[src/rtl/ipb_modport_slave.sv]
// ipb_modport_slave
//   IPbus-style slave register bank. Serves single-word read/write
//   transactions with a registered one-cycle ack or error pulse, holds
//   NREGS read/write control registers plus one read-only ID word at
//   address NREGS, and exports the control registers as a flat bus.
//
// Ports
//   clk       sole clock, rising edge
//   rst       synchronous active-high reset
//   strobe    transaction request, held by the master until a response
//   write     1 = write, 0 = read (valid while strobe is high)
//   addr      word address, decoded over the full AWIDTH bits
//   wdata     write data
//   ack       one-cycle success pulse
//   error     one-cycle failure pulse
//   rdata     read data, valid while ack is high, 0 otherwise
//   regs_out  register i at bits [i*DWIDTH +: DWIDTH]
module ipb_modport_slave #(
  parameter int                DWIDTH   = 32,
  parameter int                AWIDTH   = 32,
  parameter int                NREGS    = 16,
  parameter logic [DWIDTH-1:0] ID_VALUE = 32'hA5C3_0001
) (
  input  logic                      clk,
  input  logic                      rst,
  input  logic                      strobe,
  input  logic                      write,
  input  logic [AWIDTH-1:0]         addr,
  input  logic [DWIDTH-1:0]         wdata,
  output logic                      ack,
  output logic                      error,
  output logic [DWIDTH-1:0]         rdata,
  output logic [NREGS*DWIDTH-1:0]   regs_out
);

  localparam logic [AWIDTH-1:0] ID_ADDR = AWIDTH'(NREGS);

  logic [DWIDTH-1:0] regs [NREGS];

  logic              is_reg;
  logic              is_id;
  logic              valid;
  logic              busy;
  logic              ack_d;
  logic              error_d;
  logic [DWIDTH-1:0] rd_mux;

  always_comb begin
    is_reg  = (addr < ID_ADDR);
    is_id   = (addr == ID_ADDR);
    valid   = is_reg | (is_id & ~write);
    // A master may keep strobe high for a cycle after seeing the response;
    // blocking on the previous response keeps that from re-triggering.
    busy    = ack | error;
    ack_d   = strobe & valid & ~busy;
    error_d = strobe & ~valid & ~busy;

    rd_mux = '0;
    for (int unsigned i = 0; i < NREGS; i++) begin
      if (addr == AWIDTH'(i)) rd_mux = regs[i];
    end
    if (is_id) rd_mux = ID_VALUE;
  end

  always_ff @(posedge clk) begin
    if (rst) begin
      ack   <= 1'b0;
      error <= 1'b0;
      rdata <= '0;
      for (int unsigned i = 0; i < NREGS; i++) regs[i] <= '0;
    end else begin
      ack   <= ack_d;
      error <= error_d;
      rdata <= (ack_d & ~write) ? rd_mux : '0;
      for (int unsigned i = 0; i < NREGS; i++) begin
        if (ack_d && write && addr == AWIDTH'(i)) regs[i] <= wdata;
      end
    end
  end

  for (genvar g = 0; g < NREGS; g++) begin : g_out
    assign regs_out[g*DWIDTH +: DWIDTH] = regs[g];
  end

endmodule

[config.mk]
export PLATFORM = sky130hd
export DESIGN_NAME = ipb_modport_slave
export DESIGN_NICKNAME = d
export VERILOG_FILES = /design/src/rtl/ipb_modport_slave.sv
export SDC_FILE = /design/constraint.sdc
export NUM_CORES = 1
export LEC_CHECK = 0
export CAP_MARGIN = 30
export CORE_AREA = 2 2 237 239
export CTS_BUF_LIST = sky130_fd_sc_hd__clkbuf_8
export CTS_CLUSTER_DIAMETER = 80
export DETAILED_ROUTE_END_ITERATION = 16
export DIE_AREA = 0 0 239 241
export GPL_TIMING_DRIVEN = 1
export HOLD_SLACK_MARGIN = 0.03
export PLACE_DENSITY = 0.79
export SYNTH_ARGS = -nofsm -noshare
export SYNTH_HDL_FRONTEND = slang
export SYNTH_SLANG_ARGS = --single-unit
[constraint.sdc]
create_clock -name clk -period 4.65 [get_ports clk]
set_input_delay 0.93 -clock clk [delete_from_list [all_inputs] [get_ports clk]]
set_output_delay 0.93 -clock clk [all_outputs]
set_load 0.01 [all_outputs]
==> results of run 1 <==
registers in the layout (all words and copies together) (netlist names):
signal	flops
regs	512
rdata	32
ack	1
error	1
how the worst max path moves through the flow:
stage | slack (ns) | endpoint | startpoint | depth (start not counted)
after global routing | 0.33 | rdata[3]$_SDFF_PP0_ | addr[9] | 7
final | 0.44 | rdata[3]$_SDFF_PP0_ | addr[9] | 7
after floorplan | 0.90 | regs[1][224]$_DFFE_PP_ | addr[22] | 8
after global placement | -0.17 | rdata[3]$_SDFF_PP0_ | addr[9] | 7
after detailed placement | -0.17 | rdata[3]$_SDFF_PP0_ | addr[9] | 7
after CTS | 0.55 | rdata[3]$_SDFF_PP0_ | addr[9] | 7
cells by family after synthesis:
kind of cell | synth area share (%)
AND/OR/NAND/NOR | 13.4
flip-flops | 68.8
AO/OA/AOI/OAI | 11.1
multiplexers | 3.44
buffers and inverters | 3.29
layer usage:
metal / share of wire (%) / GRT usage [%]
met1: 36 / 49.3
met2: 45 / 60.3
met3: 14 / 13.0
met4: 4.7 / 16.8
met5: 0.0097 / 0
worst register-to-register path: stages, from the launching register on:
cell      delay [ns]
dfxtp_1         0.32
or4b_2          0.73
nor2_1          0.23
a21boi_0        0.28
nand3_1         0.37
a21o_1          0.33
o32ai_1         0.41
where the power goes:
| part | switching [mW] | total, mW | leakage, nW | internal (mW) |
|---|---|---|---|---|
| Sequential | 0.240 | 5.91 | 5.18 | 5.67 |
| Clock | 2.01 | 4.15 | 1.01 | 2.14 |
| Combinational | 0.743 | 1.37 | 5.28 | 0.626 |
cell usage after synthesis, types with 19 or more instances:
library cell,n,area share (%)
nand2b_1,49,1.3
buf_2,31,0.66
nor3_1,27,0.58
a21oi_1,83,1.8
nand2_1,81,1.3
inv_1,38,0.61
o21ai_0,67,1.4
dfxtp_1,34,2.9
edfxtp_1,512,66
o22ai_1,19,0.51
mux2i_1,34,1.5
nor2_1,396,6.4
nand3_1,27,0.58
a221oi_1,22,0.83
clkbuf_1,107,1.7
area by class of cell:
class	count	area share, %
Antenna cell	1	0.00766
Clock buffer	100	4.22
Clock inverter	66	1.08
Inverter	38	0.437
Multi-Input combinational cell	1099	20.1
Sequential cell	546	49.2
Tap cell	704	2.70
Timing Repair Buffer	745	22.3
==> reports/results.tsv, run 1 <==
stage	metric	value	unit
worst_setup_path	r2r-start	error$_SDFF_PP0_	
clock_tree	htreeDepth	3	
logic_synthesis	synth_cells	1832	
clock_tree	cts.repair.resized	0	
power_and_ir_drop	max-vdd-ir-drop	0.230	mV
clock_tree	clockBufferDepth	3	
route	dr.pass1.iters	6	
min_path	worstHoldEndpoint	rdata[28]$_SDFF_PP0_	
worst_setup_path	cp.arrival	4.72	ns
sta	maxSlewViolCount	0	
min_path	hp-class	reg -> reg	
worst_setup_path	cp-end-kind	flop	
power_and_ir_drop	p_total	11.4	mW
clock_tree	cts_tree	built	
worst_setup_path	critPathRequiredTime	5.16	ns
cells_and_area	seq_area	16100	um^2
sta	skew	0.0367	ns
status	status	complete, no violations	
global_routing	grt_first_pass_wirelength	154000	um
clock_tree	cts_setup_buffers	0	
clock_tree	cts.sinks	546	
placed_design	dpl.hpwl	83800	um
sta	rsz0062_at_grt	false	
cells_and_area	multi_input_area	6560	um^2
placed_design	place_ws	-0.166	ns
placed_design	gp_congestion	0.974	
logic_synthesis	synth-main-ff-cell	edfxtp_1	
floorplanning	start_util	42.5	%
global_routing	antenna_found_initial	2	
sta	finalSetupViolCount	0	
worst_setup_path	crit_type	in -> reg	
sta	setup-tns-final	0	ns
route	wirelength	113000	um
logic_synthesis	synth_nets	1900	
cells_and_area	final_common_cell	clkdlybuf4s50_1	
cells_and_area	fin_area	32700	um^2
logic_synthesis	ys_seq_area_share	68.8	%
min_path	min_path_cells	2	
worst_setup_path	cp_cell_sequence	clkdlybuf4s50_1 -> nor4_4 -> nand3_2 -> or3_1 -> a2111oi_0 -> nor2_1 -> o32ai_1	
power_and_ir_drop	leakagePower	11.5	nW
logic_synthesis	yosysWarnings	0	
clock_tree	clk_pin_slew	0.06	ns
sta	min_period	4.21	ns
floorplanning	io_pins	614	
sta	fmax	0.238	GHz
floorplanning	dieArea	57600	um^2
worst_setup_path	worst-path-buf-inv	1	
logic_synthesis	synth_async_sr_flop_share	0	%
sta	fin_hold_ws	0.544	ns
route	vias	20700	
global_routing	grt_max_degree	49	
global_routing	first_global_vias	20100	
placed_design	placedInstanceArea	30900	um^2
sta	fin_crit_sh	90.4	%
logic_synthesis	synth_edf_count	512	
route	drc	0	
worst_setup_path	r2r_slack	1.85	ns
route	routedWlPerCell	34.4	um
sta	relSlewSlack	24.5	%
flow_run	cap_violations	0	
logic_synthesis	ys_types	75	
cells_and_area	filler_cell_count	4414	
floorplanning	num_rows	86	
worst_setup_path	worstPathMaxFanout	9	
sta	setup_ws	0.445	ns
worst_setup_path	cpLargestDelayFamily	simple AND/OR/NAND/NOR gates	
worst_setup_path	max_stage_delay	0.77	ns
worst_setup_path	r2r_cells	6	
clock_tree	clk_latency	0.69	ns
cells_and_area	most-common-layout-cells	clkdlybuf4s50_1 (610), edfxtp_1 (512), nor2_1 (393), buf_4 (120), clkbuf_8 (100)	
cells_and_area	drive_gt1_share	12.9	%
cells_and_area	final_util	59.5	%
power_and_ir_drop	p_per_area	350	nW/um^2
global_routing	grtUsageTotal	38.7	%
floorplanning	die_y	241	um
clock_tree	root_buffer	clkbuf_8	
min_path	worst_hold_startpoint	regs[1][252]$_DFFE_PP_	
logic_synthesis	netlist_area	23300	um^2
sta	hold_viol	0	
global_routing	grt_overflow_total	0	
placed_design	dp.cells	3131	
cells_and_area	finalNonFillerCells	3299	
route	ant_nets	0	
sta	tightestPinTransition	1.13	ns
floorplanning	fp.coreArea	54900	um^2
clock_tree	ctsHoldBuffers	0	
cells_and_area	area_growth	39.9	%
worst_setup_path	timing.rr.end	rdata[31]$_SDFF_PP0_	
logic_synthesis	synth.avg_cell_area	12.7	um^2
logic_synthesis	synth-seq-cells	546	
worst_setup_path	start_kind	primary input	
route	drt_iter0_markers	2987	
route	vias_per_cell	6.26	
floorplanning	fp.dieW	239	um
clock_tree	cts_buffers	91	
worst_setup_path	crit_slowest_cell	nor4_4	
cells_and_area	fin_nets	2589	
placed_design	portBuffers	613	
(Power assumes the default switching activity.)
==> run 2: changes to the inputs <==
PLACE_DENSITY = 0.71   (was 0.79)
==> run 2 against run 1 <==
Compared with the run above:
- routed wire length is 1.3% lower
- fmax is 10% higher
- die area stayed put
- critical path depth is 2 higher
- core utilization is 0.26 points lower
- critical path type unchanged
==> reports/results.tsv, run 2 (synthesized netlist as in run 1, its figures left out) <==
stage	metric	value	unit	change
placed_design	dp.cells	3112		was 3131
sta	fin_crit_sh	82.0	%	was 90.4%
cells_and_area	final_util	59.2	%	was 59.5%
clock_tree	cts_tree	built		unchanged
cells_and_area	drive_gt1_share	11.9	%	was 12.9%
worst_setup_path	cp_cell_sequence	clkdlybuf4s50_1 -> nor4_4 -> nand2_1 -> nor3_1 -> buf_4 -> a22oi_1 -> a211oi_1 -> o21ai_1 -> a211oi_1		was clkdlybuf4s50_1 -> nor4_4 -> nand3_2 -> or3_1 -> a2111oi_0 -> nor2_1 -> o32ai_1
sta	setup-tns-final	0	ns	unchanged
floorplanning	fp.dieW	239	um	unchanged
cells_and_area	finalNonFillerCells	3283		was 3299
route	drt_iter0_markers	3192		was 2987
global_routing	grt_overflow_total	0		unchanged
floorplanning	start_util	42.5	%	unchanged
min_path	hp-class	reg -> reg		unchanged
floorplanning	fp.coreArea	54900	um^2	unchanged
cells_and_area	area_growth	39.3	%	was 39.9%
status	status	complete, no violations		unchanged
worst_setup_path	cp-end-kind	flop		unchanged
sta	min_period	3.82	ns	was 4.21 ns
cells_and_area	largest_reg_flops	512		unchanged
placed_design	portBuffers	613		unchanged
worst_setup_path	start_kind	primary input		unchanged
worst_setup_path	worstPathMaxFanout	13		was 9
power_and_ir_drop	p_per_area	348	nW/um^2	was 350 nW/um^2
route	ant_nets	0		unchanged
sta	skew	0.0340	ns	was 0.0367 ns
worst_setup_path	critPathRequiredTime	5.24	ns	was 5.16 ns
worst_setup_path	cp.arrival	4.40	ns	was 4.72 ns
sta	fmax	0.262	GHz	was 0.238 GHz
clock_tree	clk_pin_slew	0.07	ns	was 0.06 ns
clock_tree	htreeDepth	3		unchanged
worst_setup_path	crit_type	in -> reg		unchanged
cells_and_area	final_common_cell	clkdlybuf4s50_1		unchanged
cells_and_area	regMostFlops	regs		unchanged
floorplanning	dieArea	57600	um^2	unchanged
route	vias_per_cell	6.24		was 6.26
global_routing	grt_first_pass_wirelength	152000	um	was 154000 um
sta	finalSetupViolCount	0		unchanged
placed_design	dpl.hpwl	82900	um	was 83800 um
route	dr.pass1.iters	8		was 6
worst_setup_path	crit_top_cell	a211oi_1		
global_routing	first_global_vias	19700		was 20100
clock_tree	cts_setup_buffers	0		unchanged
worst_setup_path	r2r_slack	2.06	ns	was 1.85 ns
clock_tree	clk_latency	0.70	ns	was 0.69 ns
flow_run	cap_violations	0		unchanged
power_and_ir_drop	max-vdd-ir-drop	0.255	mV	was 0.230 mV
route	wirelength	112000	um	was 113000 um
sta	tightestPinTransition	1.06	ns	was 1.13 ns
sta	maxSlewViolCount	0		unchanged
cells_and_area	filler_cell_count	4464		was 4414
route	drc	0		unchanged
route	vias	20500		was 20700
cells_and_area	largestRegisters	regs: 512 flops, rdata: 32 flops		unchanged
clock_tree	clockBufferDepth	3		unchanged
worst_setup_path	max_stage_delay	0.70	ns	was 0.77 ns
clock_tree	root_buffer	clkbuf_8		unchanged
power_and_ir_drop	leakagePower	11.4	nW	was 11.5 nW
cells_and_area	most-common-layout-cells	clkdlybuf4s50_1 (610), edfxtp_1 (512), nor2_1 (393), buf_4 (99), clkbuf_8 (98)		was clkdlybuf4s50_1 (610), edfxtp_1 (512), nor2_1 (393), buf_4 (120), clkbuf_8 (100)
clock_tree	cts.repair.resized	0		unchanged
route	routedWlPerCell	34.1	um	was 34.4 um
sta	relSlewSlack	29.6	%	was 24.5%
floorplanning	io_pins	614		unchanged
global_routing	antenna_found_initial	2		unchanged
clock_tree	cts.sinks	546		unchanged
cells_and_area	fin_nets	2572		was 2589
clock_tree	ctsHoldBuffers	0		unchanged
sta	hold_viol	0		unchanged
worst_setup_path	crit_slowest_cell	nor4_4		unchanged
global_routing	grt_max_degree	49		unchanged
clock_tree	cts_buffers	93		was 91
sta	rsz0062_at_grt	false		unchanged
floorplanning	num_rows	86		unchanged
global_routing	grtUsageTotal	37.9	%	was 38.7%
floorplanning	die_y	241	um	unchanged
placed_design	gp_congestion	0.970		was 0.974
==> run 2: cell type report <==
class | count | area (um^2) | area share, %
timing repair buffer | 726 | 7170 | 22.0
clock buffer | 98 | 1350 | 4.15
antenna | 1 | 2.50 | 0.00770
multi-input combinational | 1099 | 6560 | 20.2
sequential | 546 | 16100 | 49.4
tap | 704 | 881 | 2.71
clock inverter | 71 | 347 | 1.07
inverter | 38 | 143 | 0.439
==> run 2: worst max-delay path, delay by kind of cell <==
family	cells	cell delay (ns)
simple gates	3	1.62
compound gates	4	1.15
buf+inv	2	0.69
==> run 2: per-stage QoR <==
step / setup WS [ns] / power (mW) / hold slack [ns] / cell area [um^2]
after CTS: 1.09 / 11.3 / 0.524 / 32500
after global routing: 0.710 / 11.6 / 0.546 / 32500
after global placement: 0.478 / 7.34 / 0.504 / 30800
after floorplan: 0.902 / 6.34 / 0.535 / 23300
after detailed placement: 0.394 / 7.35 / 0.504 / 30800
final: 0.835 / 11.3 / 0.533 / 32500
==> run 2: worst paths after layout <==
path                                from              endpoint  cells past startpoint
setup / recovery                 addr[9]  rdata[27]$_SDFF_PP0_                      9
hold / removal    regs[1][252]$_DFFE_PP_  rdata[28]$_SDFF_PP0_                      2
setup reg to reg        error$_SDFF_PP0_  rdata[31]$_SDFF_PP0_                      6
hold reg to reg   regs[1][252]$_DFFE_PP_  rdata[28]$_SDFF_PP0_                      2
==> run 2: layer usage <==
layer / routed length (um) / vias to the layer above / track usage [%]
met3: 15400 / 275 / 11.6
met4: 4770 / 2 / 15.9
met5: 13 / - / 0
met1: 41100 / 10200 / 49.6
met2: 50800 / 1745 / 59.0
li1: - / 8231 / -
==> run 2: power breakdown <==
part	leakage (nW)	internal [mW]	switching [mW]
combinational	5.22	0.626	0.729
sequential	5.18	5.67	0.248
clock	1.00	2.06	1.99
total	11.4	8.35	2.97
